File: src/rtl/asrv32_regfile_ctrl.sv
// Register-file controller: writeback arbitration, write-port register stage, per-register busy scoreboard.
// Optional macro ASRV32_REGFILE_CTRL_RR_EN selects round-robin arbitration instead of fixed priority.
module asrv32_regfile_ctrl #(
  parameter int NUM_REQ = 3
) (
  input  logic                  i_clk,
  input  logic                  i_rst_n,
  input  logic [NUM_REQ-1:0]    i_req_valid,
  input  logic [5*NUM_REQ-1:0]  i_req_rd,
  input  logic [32*NUM_REQ-1:0] i_req_data,
  output logic [NUM_REQ-1:0]    o_req_ready,
  input  logic                  i_issue_valid,
  input  logic [4:0]            i_issue_rd,
  output logic                  o_issue_ready,
  input  logic                  i_rd_req,
  input  logic [4:0]            i_rs1_addr,
  input  logic [4:0]            i_rs2_addr,
  output logic                  o_rd_stall,
  output logic                  o_ce_rd,
  output logic                  o_ce_wr,
  output logic [4:0]            o_rd_addr,
  output logic [31:0]           o_rd_data,
  input  logic                  i_flush,
  output logic                  o_sb_err
);

  logic [31:0] busy_q, busy_d;
  logic        ce_wr_q, ce_wr_d;
  logic [4:0]  rd_addr_q, rd_addr_d;
  logic [31:0] rd_data_q, rd_data_d;
  logic        sb_err_q, sb_err_d;

  logic        found;
  int          win_idx;
  logic        hs;
  logic        wr_en;
  logic [4:0]  win_rd;
  logic [31:0] win_data;
  logic        haz1, haz2;

`ifdef ASRV32_REGFILE_CTRL_RR_EN
  logic [1:0] ptr_q, ptr_d;

  // Search starts at the pointer and wraps, so the last winner goes to the back of the line.
  always_comb begin
    found   = 1'b0;
    win_idx = 0;
    for (int i = 0; i < NUM_REQ; i++) begin
      if (!found && i_req_valid[(int'(ptr_q) + i) % NUM_REQ]) begin
        found   = 1'b1;
        win_idx = (int'(ptr_q) + i) % NUM_REQ;
      end
    end
  end

  always_comb begin
    ptr_d = ptr_q;
    if (hs) ptr_d = 2'((win_idx + 1) % NUM_REQ);
  end

  always_ff @(posedge i_clk or negedge i_rst_n) begin
    if (!i_rst_n) ptr_q <= 2'd0;
    else          ptr_q <= ptr_d;
  end
`else
  always_comb begin
    found   = 1'b0;
    win_idx = 0;
    for (int i = 0; i < NUM_REQ; i++) begin
      if (!found && i_req_valid[i]) begin
        found   = 1'b1;
        win_idx = i;
      end
    end
  end
`endif

  assign hs       = found & ~i_flush;
  assign win_rd   = i_req_rd[5*win_idx +: 5];
  assign win_data = i_req_data[32*win_idx +: 32];
  assign wr_en    = hs & (win_rd != 5'd0);

  always_comb begin
    o_req_ready = '0;
    if (hs) o_req_ready[win_idx] = 1'b1;
  end

  assign o_issue_ready = (i_issue_rd == 5'd0) | ~busy_q[i_issue_rd];

  // The registered write has not reached the regfile yet, so it still counts as a hazard.
  assign haz1 = (i_rs1_addr != 5'd0) &
                (busy_q[i_rs1_addr] | (ce_wr_q & (rd_addr_q == i_rs1_addr)));
  assign haz2 = (i_rs2_addr != 5'd0) &
                (busy_q[i_rs2_addr] | (ce_wr_q & (rd_addr_q == i_rs2_addr)));

  assign o_rd_stall = i_rd_req & (haz1 | haz2);
  assign o_ce_rd    = i_rd_req & ~o_rd_stall;

  always_comb begin
    ce_wr_d   = wr_en;
    rd_addr_d = rd_addr_q;
    rd_data_d = rd_data_q;
    sb_err_d  = sb_err_q;
    busy_d    = busy_q;
    if (wr_en) begin
      rd_addr_d      = win_rd;
      rd_data_d      = win_data;
      sb_err_d       = sb_err_q | ~busy_q[win_rd];
      busy_d[win_rd] = 1'b0;
    end
    if (i_flush)
      busy_d = '0;
    else if (i_issue_valid && o_issue_ready && (i_issue_rd != 5'd0))
      busy_d[i_issue_rd] = 1'b1;
    busy_d[0] = 1'b0;
  end

  always_ff @(posedge i_clk or negedge i_rst_n) begin
    if (!i_rst_n) begin
      busy_q    <= '0;
      ce_wr_q   <= 1'b0;
      rd_addr_q <= 5'd0;
      rd_data_q <= 32'd0;
      sb_err_q  <= 1'b0;
    end else begin
      busy_q    <= busy_d;
      ce_wr_q   <= ce_wr_d;
      rd_addr_q <= rd_addr_d;
      rd_data_q <= rd_data_d;
      sb_err_q  <= sb_err_d;
    end
  end

  assign o_ce_wr   = ce_wr_q;
  assign o_rd_addr = rd_addr_q;
  assign o_rd_data = rd_data_q;
  assign o_sb_err  = sb_err_q;

endmodule

File: config.mk
export PLATFORM = sky130hd
export DESIGN_NAME = asrv32_regfile_ctrl
export DESIGN_NICKNAME = d
export VERILOG_FILES = /design/src/rtl/asrv32_regfile_ctrl.sv
export SDC_FILE = /design/constraint.sdc
export NUM_CORES = 1
export LEC_CHECK = 0
export ABC_CLOCK_PERIOD_IN_PS = 2500
export BUFFER_PORTS_ARGS = -buffer_cell sky130_fd_sc_hd__buf_2
export CAP_MARGIN = 5
export CORE_MARGIN = 4
export CORE_UTILIZATION = 52
export CTS_BUF_LIST = sky130_fd_sc_hd__clkbuf_8
export DETAILED_ROUTE_END_ITERATION = 12
export GPL_ROUTABILITY_DRIVEN = 0
export PLACE_DENSITY = 0.88
export RECOVER_POWER = 25
export SETUP_SLACK_MARGIN = 0.2
export SLEW_MARGIN = 20
export SYNTH_ARGS = -nofsm -noshare
export SYNTH_HDL_FRONTEND = slang
export SYNTH_SLANG_ARGS = --single-unit
File: constraint.sdc
create_clock -name i_clk -period 2.5 [get_ports i_clk]
set_input_delay 0.25 -clock i_clk [delete_from_list [all_inputs] [get_ports i_clk]]
set_output_delay 0.25 -clock i_clk [all_outputs]
set_load 0.1 [all_outputs]
# Yosys cells after proc, flatten, opt, wreduce, memory -nomap -nowiden
# Cells that the tools add are included.
# word_totals
elab_cells	75
output_inout_bits	45
in_bits	134
regBits	70
# op_classes
n_eq_ne	2
shift	2
bitwise	20
n_mul	1
n_reduce_logical	14
n_mux	23
order_cmp	8
# ops
op	n
32-bit 2-to-1 mux	4
96-bit by 32-bit indexed part select with 32-bit output	1
32-bit AND	1
32-bit by 1-bit >= comparator with 1-bit output (second input constant)	1
32-bit by 4-bit less-than comparator with 1-bit output (second input constant)	1
4-bit by 32-bit multiplier with 32-bit output (first input constant)	1
32-bit NOT	1
32-bit bitwise OR	1
15-bit by 32-bit indexed part select with 5-bit output	1
5-bit by 6-bit less-than comparator with 1-bit output (second input constant)	4
1-bit binary-select mux with 5-bit select	4
5-bit nonzero test	4
1-bit 2-to-1 mux	11
1-bit demux with 5-bit select	2
5-bit equality test	2
5-bit by 1-bit >= comparator with 1-bit output (second input constant)	2
1-bit AND	8
1-bit logical AND	7
5-bit logical NOT	1
1-bit bitwise OR	5
1-bit NOT	4
3-bit 2-to-1 mux	1
1-bit demux with 2-bit select	1
1-bit logical NOT	2

# Depth between registers and ports, before layout
# depth
ltp_word	19
ltp_mapped	9
ltp_nobuf	6

# Least setup slack after synthesis
# Ideal clock, no wire load.
# synth_path
path_kind	in2out
startpoint	in i_rs1_addr[0]
endpoint	out o_ce_rd
arrival_ps	3119
path_buffers	1
required_time_ps	2250
cell_stages	7
slack_ps	-869
path_cell_list	buf_6 mux4_1 mux4_2 a311o_1 o21ai_2 o211ai_2 nor2_1
# synth_via
elab_chain_len	8
elab_cells_between_ends	11
classes_between	eq/ne (1); mux (2); bitwise (7); reduce/logical (1)
# synth_lines
item	line	rtl
from (decl)	16	input logic [4:0] i_rs1_addr,
1-bit binary-select mux with 5-bit select or 5-bit equality test (tied branches)	92	(busy_q[i_rs1_addr] | (ce_wr_q & (rd_addr_q == i_rs1_addr)));
1-bit 2-to-1 mux (implied by the code) or 1-bit AND (tied branches)	92	
1-bit bitwise OR	92	
1-bit AND (*)	91	assign haz1 = (i_rs1_addr != 5'd0) &
1-bit bitwise OR (*)	96	assign o_rd_stall = i_rd_req & (haz1 | haz2);
1-bit AND (*)	96	
1-bit NOT (*)	97	assign o_ce_rd = i_rd_req & ~o_rd_stall;
1-bit AND (*)	97	
to (decl)	19	output logic o_ce_rd,
# Every way passes the cells marked *; elsewhere a longest branch is shown, timed or not. The select of a mux whose other input is x is not followed.

# Worst setup path in the final report
# layout_path
startpoint	reg busy_q[26]
endpoint	out o_ce_rd
# layout_via
elab_chain_len	8
elab_cells_between_ends	12
classes_between	mux (4); bitwise (8)
# layout_lines
item	line	rtl
from (decl)	27	logic [31:0] busy_q, busy_d;
from (signal assigned)	126	busy_q <= busy_d;
1-bit binary-select mux with 5-bit select, on equally long branches	92, 94	
1-bit 2-to-1 mux, on equally long branches	92, 94	
1-bit bitwise OR, on equally long branches	92, 94	
1-bit AND, on equally long branches	91, 93	
1-bit bitwise OR (*)	96	
1-bit AND (*)	96	
1-bit NOT (*)	97	
1-bit AND (*)	97	
# Marks and branches as above.

==> metrics.cfg <==
[synthesis]
synth-edff-count = 0
synth_top_area_share_pct = 34.83
synthMostInstantiatedCell = o21ai_0
synth.distinct_cells = 54
ys.flop_type = dfrtp_1
synth_area_leaders = dfrtp_1 (35%), mux2i_1 (11%), mux4_2 (9.0%)
synth_seq_cells = 70
ys_seq_area_share_pct = 34.83
syn_area_sq_um = 5029
synthArstFlopShare_pct = 100.0
synth_top_cell_by_area = dfrtp_1
synth_nets = 670
synth_cells = 536
ys_top_cells_by_count = o21ai_0 (90), dfrtp_1 (70), mux2i_1 (54), nand2_1 (51), nor2_1 (44)
syn_area_per_cell_sq_um = 9.382
ys_warn_count = 0

[global_routing]
grt_pass1_vias = 5172
antenna_found_initial = 0
grt_pass1_wl_mm = 26.41
gr-total-overflow = 0
grt_max_degree = 73
gr-usage-all-layers_pct = 29.74

[place]
dp_slack_ps = -181.5
dpl.hpwl_mm = 12.91
port_buffers = 178

[clock_tree]
cts_inserted_buffers = 9
root_buffer = clkbuf_8
htreeDepth = 3
cts_tree = yes
cts_buffer_depth = 2
clock_latency_ps = 360
clkTransAtPathRegs_ps = 90
cts_sinks = 70

[sta]
fin_skew_ps = 12.30
finalHoldViolCount = 0
fmax_mhz = 361.0
rsz0062_at_grt = true
fin_setup_tns_ps = -601.8
slew_headroom_pct = 6.318
holdWs_ps = 162.6
finalMaxSlewViolations = 0
finalWorstSetupSlack_ps = -270.2
min_period_ps = 2770
tightest_slew_ps = 1405
fin_crit_sh_pct = 110.8
setup_viol = 3

[power]
comb_power_share_pct = 40.8
vdd_drop_max_uv = 411.1
power.switching_mw = 1.713
power_frac_clock_pct = 24.2
p_per_area_nw_per_um2 = 546.4
p_int_mw = 1.983
p_leak_nw = 3.301
switching_share_pct = 46.36
pwr-share-seq_pct = 35.0

[critical_path]
slowest_delay_ps = 480
start_kind = register
r2r_cells = 10
r2r-start = busy_q[19]$_DFF_PN0_
critPathSlowestCell = mux4_2
crit_path_end_kind = output port
critical_path_buf_inv_count = 1
crit_chain = mux4_2 -> mux4_2 -> a311o_1 -> o21ai_2 -> o211ai_2 -> nor2_2 -> buf_12
worstReg2RegEnd = busy_q[26]$_DFF_PN0_
critPathRequiredTime_ps = 2250
worst_path_most_repeated_cell = mux4_2
cp_max_fo = 2
crit_family = multiplexers
critPathKind = register to output port
cp.arrival_ps = 2520
r2r_slack_ps = 20

[cells_and_area]
area.growth.synth_to_final_pct = 34.51
antenna_cells = 0
seqCellArea_sq_um = 1759
layout-drive-gt1-share_pct = 43.72
multi_input_area_sq_um = 3219
fin_nets = 877
fill_cells = 682

[detailed_routing]
drc = 0
ant_nets = 0
routed_via_density = 6.262
wirelength_mm = 18.15
routedWlPerCell_um = 20.70
vias = 5492
drt-initial-drc-count = 685
drt_pass1_iterations = 8

[status]
status = complete, but fails checks
violations = negative setup slack

[min_path]
worstHoldEndpoint = o_rd_data[15]$_DFFE_PN0N_
min_from = i_req_data[79]
hold_depth = 3
hold_path_class = input pin to register

[flow_run]
cap_violations = 0

[floorplan]
fp.dieH_um = 106.3
design.core.area_sq_um = 9328
die-area_sq_um = 11310
io-pin-count = 179
die_x_um = 106.3
initial_utilization_pct = 53.91
placementRows = 35

-- layout by cell type, fill, tap and decap left out, types with 3 or more instances in the layout --
master | Yosys | layout
buf_2 | 13 | 174
o21ai_0 | 90 | 69
dfrtp_1 | 70 | 64
mux2i_1 | 54 | 53
nand2_1 | 51 | 51
nor2_1 | 44 | 41
buf_4 | 0 | 40
a21oi_1 | 37 | 37
nor2b_1 | 32 | 32
o21ai_2 | 9 | 28
mux4_2 | 20 | 23
nand3_1 | 9 | 9
clkbuf_8 | 0 | 9
buf_6 | 3 | 9
xor2_1 | 8 | 8
inv_1 | 6 | 6
dfrtp_2 | 0 | 6
buf_12 | 1 | 6
mux2_2 | 5 | 5
or3_1 | 4 | 4
nand2b_1 | 4 | 3
o221ai_1 | 3 | 3
nand2_8 | 0 | 3
a211oi_1 | 3 | 3
mux4_1 | 6 | 3
nor4_1 | 3 | 3
inv_6 | 0 | 3
-- metrics by stage --
| stage | instances | utilization [%] | power (mW) | cell area, sq um |
|---|---|---|---|---|
| 2_1_floorplan | 536 | - | 2.371 | 5077 |
| 4_1_cts | 874 | 70.99 | 3.655 | 6621 |
| 3_3_place_gp | 846 | 67.66 | 2.736 | 6311 |
| 6_report | 877 | 72.52 | 3.696 | 6764 |
| 3_5_place_dp | 846 | 67.66 | 2.774 | 6311 |
| 5_1_grt | 877 | 72.52 | 3.837 | 6764 |
-- routing by layer --
metal	up-vias	share of wire, %	GRT usage (%)
met5	-	0	0
met4	0	4.9	12.30
met3	111	11	6.861
met2	435	48	48.42
met1	2569	36	38.26
li1	2377	-	-
-- what timing repair did --
action                                  4_1_cts  5_1_grt
gates resized for setup                      15       30
endpoints found under the setup margin        3       30
buffers inserted                             11        3
hold buffers                                  1        0
endpoints found under the hold margin        23        0
pin swaps                                    11       11
-- flip-flops by register name, summed over array words and instances, names as in the netlist --
name       flops
o_sb_err       1
o_ce_wr        1
o_rd_data     32
o_rd_addr      5
busy_q        31
-- area by class of cell --
cell class	instances	area share, %
Clock buffer	9	1.831
Clock inverter	7	0.9434
Inverter	6	0.3330
Multi-Input combinational cell	424	47.60
Sequential cell	70	26.01
Tap cell	129	2.386
Timing Repair Buffer	232	20.90
-- worst max-delay path by stage --
stage                    startpoint    endpoint  slack [ps]  cells past startpoint
4_1_cts        busy_q[31]$_DFF_PN0_     o_ce_rd        -270                      7
5_1_grt        busy_q[31]$_DFF_PN0_     o_ce_rd        -350                      7
2_1_floorplan         i_rs1_addr[0]     o_ce_rd        -350                      7
3_5_place_dp          i_rs1_addr[0]  o_rd_stall        -180                      8
3_3_place_gp          i_rs1_addr[0]  o_rd_stall        -140                      8
6_report       busy_q[26]$_DFF_PN0_     o_ce_rd        -270                      7
-- kinds of logic after synthesis --
| family | after synthesis | synth area share, % |
|---|---|---|
| and+or+nand+nor | 170 | 16.99 |
| AOI/OAI and AO/OA | 159 | 18.16 |
| muxes | 85 | 23.96 |
| DFF | 70 | 34.83 |
| buffers and inverters | 42 | 4.304 |
| xor gates and xnor gates | 10 | 1.742 |
-- power by group through the flow --
stage          registers [mW]  clock network, mW  logic (mW)
2_1_floorplan            1.95                  0       0.426
3_3_place_gp             1.31                  0        1.43
3_5_place_dp             1.31                  0        1.46
4_1_cts                  1.29              0.891        1.47
5_1_grt                  1.31              0.956        1.58
6_report                 1.29              0.894        1.51
-- worst min-delay path, delay by kind of cell --
kind	cells	cell delay, ps
buf+inv	1	70
compound gates	2	160
Note: power is estimated with default switching activity, not from simulation.
